==> config.mk <==
export PLATFORM = sky130hd
export DESIGN_NAME = signed_serial_subtractor
export DESIGN_NICKNAME = d
export VERILOG_FILES = /design/src/rtl/subtractor_pkg.sv /design/src/rtl/serial_fa_cell.sv /design/src/rtl/signed_serial_subtractor.sv
export SDC_FILE = /design/constraint.sdc
export NUM_CORES = 1
export LEC_CHECK = 0
export ABC_AREA = 1
export CORE_MARGIN = 2
export CORE_UTILIZATION = 43
export CTS_CLUSTER_SIZE = 30
export DETAILED_ROUTE_END_ITERATION = 8
export PLACE_DENSITY = 0.73
export SLEW_MARGIN = 20
export SYNTH_ARGS = -nofsm -noshare
export SYNTH_HDL_FRONTEND = slang
export SYNTH_SLANG_ARGS = --single-unit
==> constraint.sdc <==
create_clock -name clk -period 1 [get_ports clk]
set_input_delay 0.2 -clock clk [delete_from_list [all_inputs] [get_ports clk]]
set_output_delay 0.2 -clock clk [all_outputs]
set_load 0.01 [all_outputs]
==> src/rtl/subtractor_pkg.sv <==
// Shared types and width helpers for the signed serial subtractor and its
// combinational adder sibling.
package subtractor_pkg;

  typedef enum logic [1:0] {
    IDLE = 2'd0,
    RUN  = 2'd1,
    DONE = 2'd2
  } state_e;

  // One guard bit above the wider operand makes overflow impossible.
  function automatic int default_wlout(input int wl1, input int wl2);
    return (wl1 > wl2) ? wl1 + 1 : wl2 + 1;
  endfunction

endpackage

==> src/rtl/serial_fa_cell.sv <==
// Single full-adder cell; the only arithmetic in the bit-serial datapath.
module serial_fa_cell (
  input  logic a_i,
  input  logic b_i,
  input  logic cin_i,
  output logic s_o,
  output logic cout_o
);

  assign s_o    = a_i ^ b_i ^ cin_i;
  assign cout_o = (a_i & b_i) | (a_i & cin_i) | (b_i & cin_i);

endmodule

==> src/rtl/signed_serial_subtractor.sv <==
// Bit-serial signed subtractor: out = in1 - in2, LSB first, one bit per clock.
//
// state | meaning
// IDLE  | waiting for start
// RUN   | shifting one result bit per clock
// DONE  | one-cycle done pulse; start here chains the next operation
module signed_serial_subtractor
  import subtractor_pkg::*;
#(
  parameter int WLin1 = 2,
  parameter int WLin2 = 2,
  parameter int WLout = default_wlout(WLin1, WLin2)
) (
  input  logic             clk,
  input  logic             rst_n,
  input  logic             start,
  input  logic [WLin1-1:0] in1,
  input  logic [WLin2-1:0] in2,
  output logic             busy,
  output logic             done,
  output logic [WLout-1:0] out
);

  localparam int              CW   = $clog2(WLout) + 1;
  localparam logic [CW-1:0]   LAST = CW'(WLout - 1);

  state_e           state_q, state_d;
  logic [WLout-1:0] a_q, a_d;
  logic [WLout-1:0] b_q, b_d;
  logic [WLout-1:0] res_q, res_d;
  logic [WLout-1:0] out_q, out_d;
  logic [CW-1:0]    cnt_q, cnt_d;
  logic             carry_q, carry_d;
  logic             fa_s, fa_cout;

  serial_fa_cell u_fa (
    .a_i   (a_q[0]),
    .b_i   (b_q[0]),
    .cin_i (carry_q),
    .s_o   (fa_s),
    .cout_o(fa_cout)
  );

  always_comb begin
    state_d = state_q;
    a_d     = a_q;
    b_d     = b_q;
    res_d   = res_q;
    out_d   = out_q;
    cnt_d   = cnt_q;
    carry_d = carry_q;
    case (state_q)
      IDLE, DONE: begin
        state_d = IDLE;
        if (start) begin
          state_d = RUN;
          a_d     = {{(WLout - WLin1){in1[WLin1-1]}}, in1};
          // Subtraction as a + ~b + 1: the +1 enters through the initial carry.
          b_d     = ~{{(WLout - WLin2){in2[WLin2-1]}}, in2};
          carry_d = 1'b1;
          cnt_d   = '0;
          res_d   = '0;
        end
      end
      RUN: begin
        a_d     = {1'b0, a_q[WLout-1:1]};
        b_d     = {1'b0, b_q[WLout-1:1]};
        carry_d = fa_cout;
        res_d   = {fa_s, res_q[WLout-1:1]};
        cnt_d   = cnt_q + CW'(1);
        if (cnt_q == LAST) begin
          state_d = DONE;
          out_d   = res_d;
        end
      end
      default: state_d = IDLE;
    endcase
  end

  always_ff @(posedge clk or negedge rst_n) begin
    if (!rst_n) begin
      state_q <= IDLE;
      a_q     <= '0;
      b_q     <= '0;
      res_q   <= '0;
      out_q   <= '0;
      cnt_q   <= '0;
      carry_q <= 1'b0;
    end else begin
      state_q <= state_d;
      a_q     <= a_d;
      b_q     <= b_d;
      res_q   <= res_d;
      out_q   <= out_d;
      cnt_q   <= cnt_d;
      carry_q <= carry_d;
    end
  end

  assign busy = (state_q == RUN);
  assign done = (state_q == DONE);
  assign out  = out_q;

endmodule

==> results of run 1 <==
[layer usage]
layer	wire length, um	vias to the layer above	GRT usage
li1	-	337	-
met4	0	0	0.06667
met2	739	15	0.2838
met3	65	0	0.03462
met5	0	-	0
met1	685	307	0.2077
[cells in the mapped netlist]
cell / n / share of area
dfrtp_1: 17 / 0.53
ha_1: 2 / 0.031
o21ai_1: 2 / 0.012
nand2_2: 2 / 0.015
buf_6: 1 / 0.014
inv_4: 1 / 0.0077
inv_1: 11 / 0.051
nand3_1: 7 / 0.043
or2_1: 1 / 0.0077
fa_1: 1 / 0.025
nor2_1: 5 / 0.023
o21ai_0: 1 / 0.0062
inv_2: 3 / 0.014
nor2_4: 1 / 0.014
nand2_4: 2 / 0.028
nand2_1: 39 / 0.18
[metrics by stage]
| stage | util | power, mW | setup slack (ns) | TNS [ns] |
|---|---|---|---|---|
| global route | 0.6108 | 3.746 | -0.2294 | -3.154 |
| finish | 0.6108 | 3.399 | -0.1699 | -1.690 |
| global placement | 0.5649 | 2.786 | -0.2889 | -2.727 |
| floorplan | - | 2.264 | -0.07841 | -0.1795 |
| CTS | 0.5935 | 3.328 | -0.2020 | -1.567 |
| detailed placement | 0.5649 | 2.862 | -0.2829 | -2.904 |
[worst reg2reg max path, stage by stage (launching register included)]
cell and delay (ns):
dfrtp_1 0.41, fa_2 0.58, nand2_1 0.05, nand2_1 0.05
[final cells by class]
| cell class | count | area (um^2) | share of cell area |
|---|---|---|---|
| timing repair buffer | 22 | 173.9 | 0.1631 |
| sequential | 17 | 425.4 | 0.3991 |
| multi-input combinational | 63 | 347.8 | 0.3263 |
| clock buffer | 4 | 26.28 | 0.02465 |
| tap | 25 | 31.28 | 0.02934 |
| inverter | 15 | 61.31 | 0.05751 |
[worst min path at each step]
stage                           to  slack [ns]  cells past startpoint
after global placement      out[1]        0.45                      2
after global routing      cnt_q[2]        0.23                      2
after floorplan             a_q[0]        -0.1                      0
final                     cnt_q[0]        0.23                      2
after detailed placement    out[1]        0.46                      2
after CTS                 cnt_q[0]        0.23                      2
[power groups by stage]
| stage | combinational (mW) | sequential [mW] | clock, mW |
|---|---|---|---|
| after floorplan | 1.06 | 1.20 | 0 |
| after global placement | 1.58 | 1.21 | 0 |
| after detailed placement | 1.64 | 1.22 | 0 |
| after CTS | 1.73 | 1.22 | 0.378 |
| after global routing | 2.08 | 1.26 | 0.407 |
| final | 1.82 | 1.22 | 0.364 |
[cells by family (layout without fill, tap and decap cells)]
logic type | Yosys count | after routing
compound gates | 3 | 3
buf+inv | 16 | 41
simple gates | 57 | 57
flops | 17 | 17
fa+ha+maj | 3 | 3
[repair_timing]
| item | 4_1_cts | 5_1_grt |
|---|---|---|
| gates resized for setup | 26 | 6 |
| pin swaps | 7 | 7 |
| setup endpoints to repair | 19 | 21 |
| buffers inserted | 3 | 3 |
[flip-flops by register name, summed over array words and instances (netlist names)]
signal,cells
out,3
res_q,2
b_q,3
carry_q,1
a_q,3
cnt_q,3
state_q,2
==> impl_results.md, run 1 <==
* Clk slew on worst S/H paths at roughly 0.10 ns
* Kind of critical path: reg -> out
* Post-Synth XOR/XNOR Area at 0
* GP Congestion at ~0.77
* Area grow syn2layout at 31.89%
* Total grt overflow at 0
* Pwr dens at between 3000 and 4000 nW/um^2
* Most frequent cells in the layout: nand2_1, dfrtp_1, buf_4, inv_1, nand3_1
* Slew Limit Headroom at 0.8481
* Clk buf depth at 2
* Worst setup EP type: output pin
* Post-synthesis compound-gate area fraction at 0.01858
* Hold buffers post-CTS at 0
* Failing checks: setup timing
* Worst EP arrival at 0.97 ns
* Main combinational cell family by area after synthesis: simple AND/OR/NAND/NOR gates
* Status: finished with violations
* Cell family with the largest share of critical-path delay: flip-flops
* Critical path launch point: state_q[0]
* Total track usage at 0.1677
* Initial antenna violation count at 0
* WL/cell at ~10 um
* Critical-path cell list: nor2_2 -> buf_2
* Routed Antenna Nets at 0
* Syn_area_per_cell at 8.420 um^2
* WP buf/inv at 1
* Total Nets Final at roughly 130
* Crit path max fanout at 3
* RSZ-0062 raised after global routing: true
* Max-cap violations at 0
* Die Wd at ~47 um
* Setup-failing EPs final at 20
* Slowest stage delay, CP at approximately 0.44 ns
* Final setup margin at -0.1699 ns
* Net Sw Power at between 1 and 1.5 mW
* Int Pwr at approximately 2.0 mW
* # DRC at 0
* Synth unique cells at 16
* Via/cell ratio at 4.514
* Non-filler instance count after layout at 146
* CP max-delay cell: dfrtp_1
* FF-to-FF End: out[2]
* Clock sink count at 17
* Largest net degree at the start of global routing at 18
* Cells on worst reg2reg path at 3
* Final cycle utilization of the critical path at 1.170
* Mapped Nets at 106
* Leading cell type in the layout, fill and taps excluded: nand2_1
* Placeable Area at about 1700 um^2
* Share of cells above drive strength 1 at 0.2975
* Simple-gate share of the synthesized area at 0.3127
* Post-synthesis mux area share at 0
* Vias in the first global route at 610
* DR vias at 659
* Starting Density at 0.4631
* Finished layout cell area at 1066 um^2
* Row count at 15
* Num CTS Buffers at 3
* Startpoint types: flop
* Syn Inst Count at 96
* Port-buffer cells at 11
* Final Hold Viols at 0
* # IOs at 12
* CTS tree: done
* Drt pass-1 iters at 4
* Crit path capture: done
* DR iter-0 viols at 9
* Dpl hpwl at between 1000 and 1500 um
* Number of fill cells in the layout at 172
* Die ar. at 2243 um^2
* Clock power frac at 0.107
* Synth Cell Area at 808.3 um^2
* Reg-to-Reg Start: b_q[0]
* Wirelength, routed at around 1500 um
* Combinational power share at 0.534
* Peak supply drop at approximately 1.7 mV
* Leakage at roughly 0.58 nW
* H-Tree Depth at 1
* Die Ht at about 47 um
* Global-route wire length before repair at 2566 um
* Post-synthesis sequential area ratio at 0.5263
* Switch share at 0.4155
* Part of the power in registers at 0.359
* Clock period minus final worst setup slack at 1.170 ns
* Clock root buffer: clkbuf_4
* Placed instance area at between 900 and 1000 um^2
* Tightest Pin Transition at around 0.23 ns
* Antenna Cells at 0
* Top achievable clock speed at approximately 850 MHz
* Flop-to-flop setup slack at -0.15 ns
* Clock skew at around 0.0047 ns
* Post-Synth Adder-Cell Area at 0.05573
* Yosys warns at 0
* Slew Viols, Final at 0
* Crit path required time at roughly 0.80 ns
* Min Hold Slack at ~0.23 ns
* Levels on crit path at 2
* Number of synthesized register bits at 17
* Skew-Pair Late Insertion Delay at slightly below 0.3 ns
* Worst min path class: in -> async
* Placed insts at ~140
No activity file was read; power rests on OpenSTA's default activity.
==> run 2, diff against run 1 <==
--- a/config.mk
+++ b/config.mk
@@ -7,10 +7,10 @@
 export LEC_CHECK = 0
 export ABC_AREA = 1
 export CORE_MARGIN = 2
-export CORE_UTILIZATION = 43
+export CORE_UTILIZATION = 46
 export CTS_CLUSTER_SIZE = 30
 export DETAILED_ROUTE_END_ITERATION = 8
-export PLACE_DENSITY = 0.73
+export PLACE_DENSITY = 0.77
 export SLEW_MARGIN = 20
 export SYNTH_ARGS = -nofsm -noshare
 export SYNTH_HDL_FRONTEND = slang
==> run 2 against run 1 <==
Effect of this change: via count is 8.5% higher; worst setup slack worse by 0.090 ns; the run still ends with setup timing left; critical path type unchanged; first-iteration DRC count is 140% higher; final cell count is 2.1% lower; critical path depth is 2 higher.
==> impl_results.md, run 2 (synthesis results as in run 1) <==
* # DRC at 0 (unchanged)
* Worst min path class: in -> async (unchanged)
* Placed insts at 130 (was 137)
* Clock period minus final worst setup slack at 1.260 ns (was 1.170 ns)
* Skew-Pair Late Insertion Delay at 0.30 ns (was 0.29 ns)
* Failing checks: setup timing (unchanged)
* Vias in the first global route at 636 (was 610)
* Crit path required time at 0.80 ns (about the same)
* Clk buf depth at 2 (unchanged)
* Num CTS Buffers at 3 (unchanged)
* Clock sink count at 17 (unchanged)
* Die Wd at 45.92 um (was 47.36 um)
* Routed Antenna Nets at 0 (unchanged)
* Pwr dens at 3282 nW/um^2 (was 3188 nW/um^2)
* Kind of critical path: reg -> out (unchanged)
* H-Tree Depth at 1 (unchanged)
* Min Hold Slack at 0.2108 ns (was 0.2304 ns)
* Drt pass-1 iters at 6 (was 4)
* Slew Viols, Final at 0 (unchanged)
* Total track usage at 0.1785 (was 0.1677)
* Top achievable clock speed at 793.7 MHz (was 854.7 MHz)
* Startpoint types: flop (unchanged)
* Global-route wire length before repair at 2691 um (was 2566 um)
* Non-filler instance count after layout at 143 (was 146)
* Leakage at 0.6187 nW (was 0.5830 nW)
* Post-layout util at 0.6800 (was 0.6108)
* Slew Limit Headroom at 0.8745 (was 0.8481)
* Tightest Pin Transition at 0.1883 ns (was 0.2279 ns)
* Final setup margin at -0.2600 ns (was -0.1699 ns)
* Placed instance area at 996.0 um^2 (was 985.9 um^2)
* Max-cap violations at 0 (unchanged)
* Setup-failing EPs final at 22 (was 20)
* Antenna Cells at 0 (unchanged)
* Port-buffer cells at 11 (unchanged)
* GP Congestion at 0.7530 (was 0.7708)
* Dpl hpwl at 1100 um (was 1098 um)
* WL/cell at 11.43 um (was 10.21 um)
* Final cycle utilization of the critical path at 1.260 (was 1.170)
* Leading cell type in the layout, fill and taps excluded: nand2_1 (unchanged)
* Via/cell ratio at 5.000 (was 4.514)
* DR vias at 715 (was 659)
* Wirelength, routed at 1635 um (was 1490 um)
* DR iter-0 viols at 22 (was 9)
* Final Hold Viols at 0 (unchanged)
* Share of cells above drive strength 1 at 0.3413 (was 0.2975)
* Placeable Area at 1689 um^2 (was 1745 um^2)
* Die ar. at 2109 um^2 (was 2243 um^2)
* Total grt overflow at 0 (unchanged)
* Largest net degree at the start of global routing at 18 (unchanged)
* Clock root buffer: clkbuf_4 (unchanged)
* Most frequent cells in the layout: nand2_1, dfrtp_1, buf_4, inv_1, nand3_1 (unchanged)
* Starting Density at 0.4785 (was 0.4631)
* Worst setup EP type: output pin (unchanged)
* RSZ-0062 raised after global routing: true (unchanged)
* # IOs at 12 (unchanged)
* Worst EP arrival at 1.06 ns (was 0.97 ns)
* Peak supply drop at 2.031 mV (was 1.722 mV)
* CTS tree: done (unchanged)
* Area grow syn2layout at 42.11% (was 31.89%)
* Clock skew at 0.01045 ns (was 0.004664 ns)
* Status: finished with violations (unchanged)
* Total Nets Final at 137 (was 132)
* Die Ht at 45.92 um (was 47.36 um)
* Clk slew on worst S/H paths at 0.11 ns (was 0.10 ns)
* Hold buffers post-CTS at 0 (unchanged)
* Crit path max fanout at 2 (was 3)
* Row count at 15 (unchanged)
* Finished layout cell area at 1149 um^2 (was 1066 um^2)
* Initial antenna violation count at 0 (unchanged)
-- run 2: changes by cell type in the layout (fill, tap and decap cells not counted), moves of 2 or more --
| cell | delta |
|---|---|
| buf_6 | +4 |
| nand2_1 | -3 |
| inv_6 | +2 |
| nand2_2 | +3 |
-- run 2: final timing paths --
| path | endpoint | cells after the start | slack [ns] | startpoint |
|---|---|---|---|---|
| hold / removal | cnt_q[2] | 2 | 0.21 | rst_n |
| setup reg to reg | res_q[2] | 8 | -0.17 | state_q[0] |
| max in group asynchronous | res_q[2] | 2 | 0.66 | rst_n |
| hold reg to reg | a_q[1] | 2 | 0.49 | a_q[1] |
| min in group clk | a_q[2] | 3 | 0.46 | in1[1] |
| setup / recovery | busy | 4 | -0.26 | state_q[0] |
-- run 2: repair_timing --
| action | CTS | global route |
|---|---|---|
| buffers inserted | 5 | 3 |
| cloned | 1 | 0 |
| resized for setup | 33 | 11 |
| setup endpoints to repair | 21 | 21 |
| pin swaps | 9 | 3 |
-- run 2: metrics by stage --
step / worst slack (ns) / setup TNS (ns) / power (mW)
2_1_floorplan: -0.07841 / -0.1795 / 2.264
3_3_place_gp: -0.2477 / -2.577 / 2.805
4_1_cts: -0.2238 / -2.097 / 3.523
5_1_grt: -0.2904 / -3.697 / 4.082
6_report: -0.2600 / -2.607 / 3.769
3_5_place_dp: -0.2699 / -2.877 / 2.878
-- run 2: where the power goes --
| group | switching [mW] | internal (mW) |
|---|---|---|
| Combinational | 1.15 | 1.00 |
| Clock | 0.230 | 0.156 |
| Sequential | 0.217 | 1.01 |
-- run 2: worst max-delay path, stage by stage (launching register included) --
cell and delay, ns:
dfrtp_1 0.42, buf_6 0.14, nand2_4 0.06, inv_4 0.03
buf_6 0.11
-- run 2: layer usage --
layer	GRT usage	wire length [um]	vias up
met4	0.06857	35	0
met2	0.2944	827	27
li1	-	-	349
met3	0.02778	86	6
met1	0.2331	686	333
met5	0	0	-
-- run 2: layout make-up --
| cell class | count | area (um^2) |
|---|---|---|
| flip-flops and latches | 17 | 425.4 |
| clock buffers | 4 | 26.28 |
| fillers | 135 | 540.5 |
| inverters | 15 | 66.31 |
| repair buffers | 26 | 234.0 |
| repair inverters | 1 | 8.758 |
| multi-input cells | 63 | 366.6 |
| well taps | 17 | 21.27 |
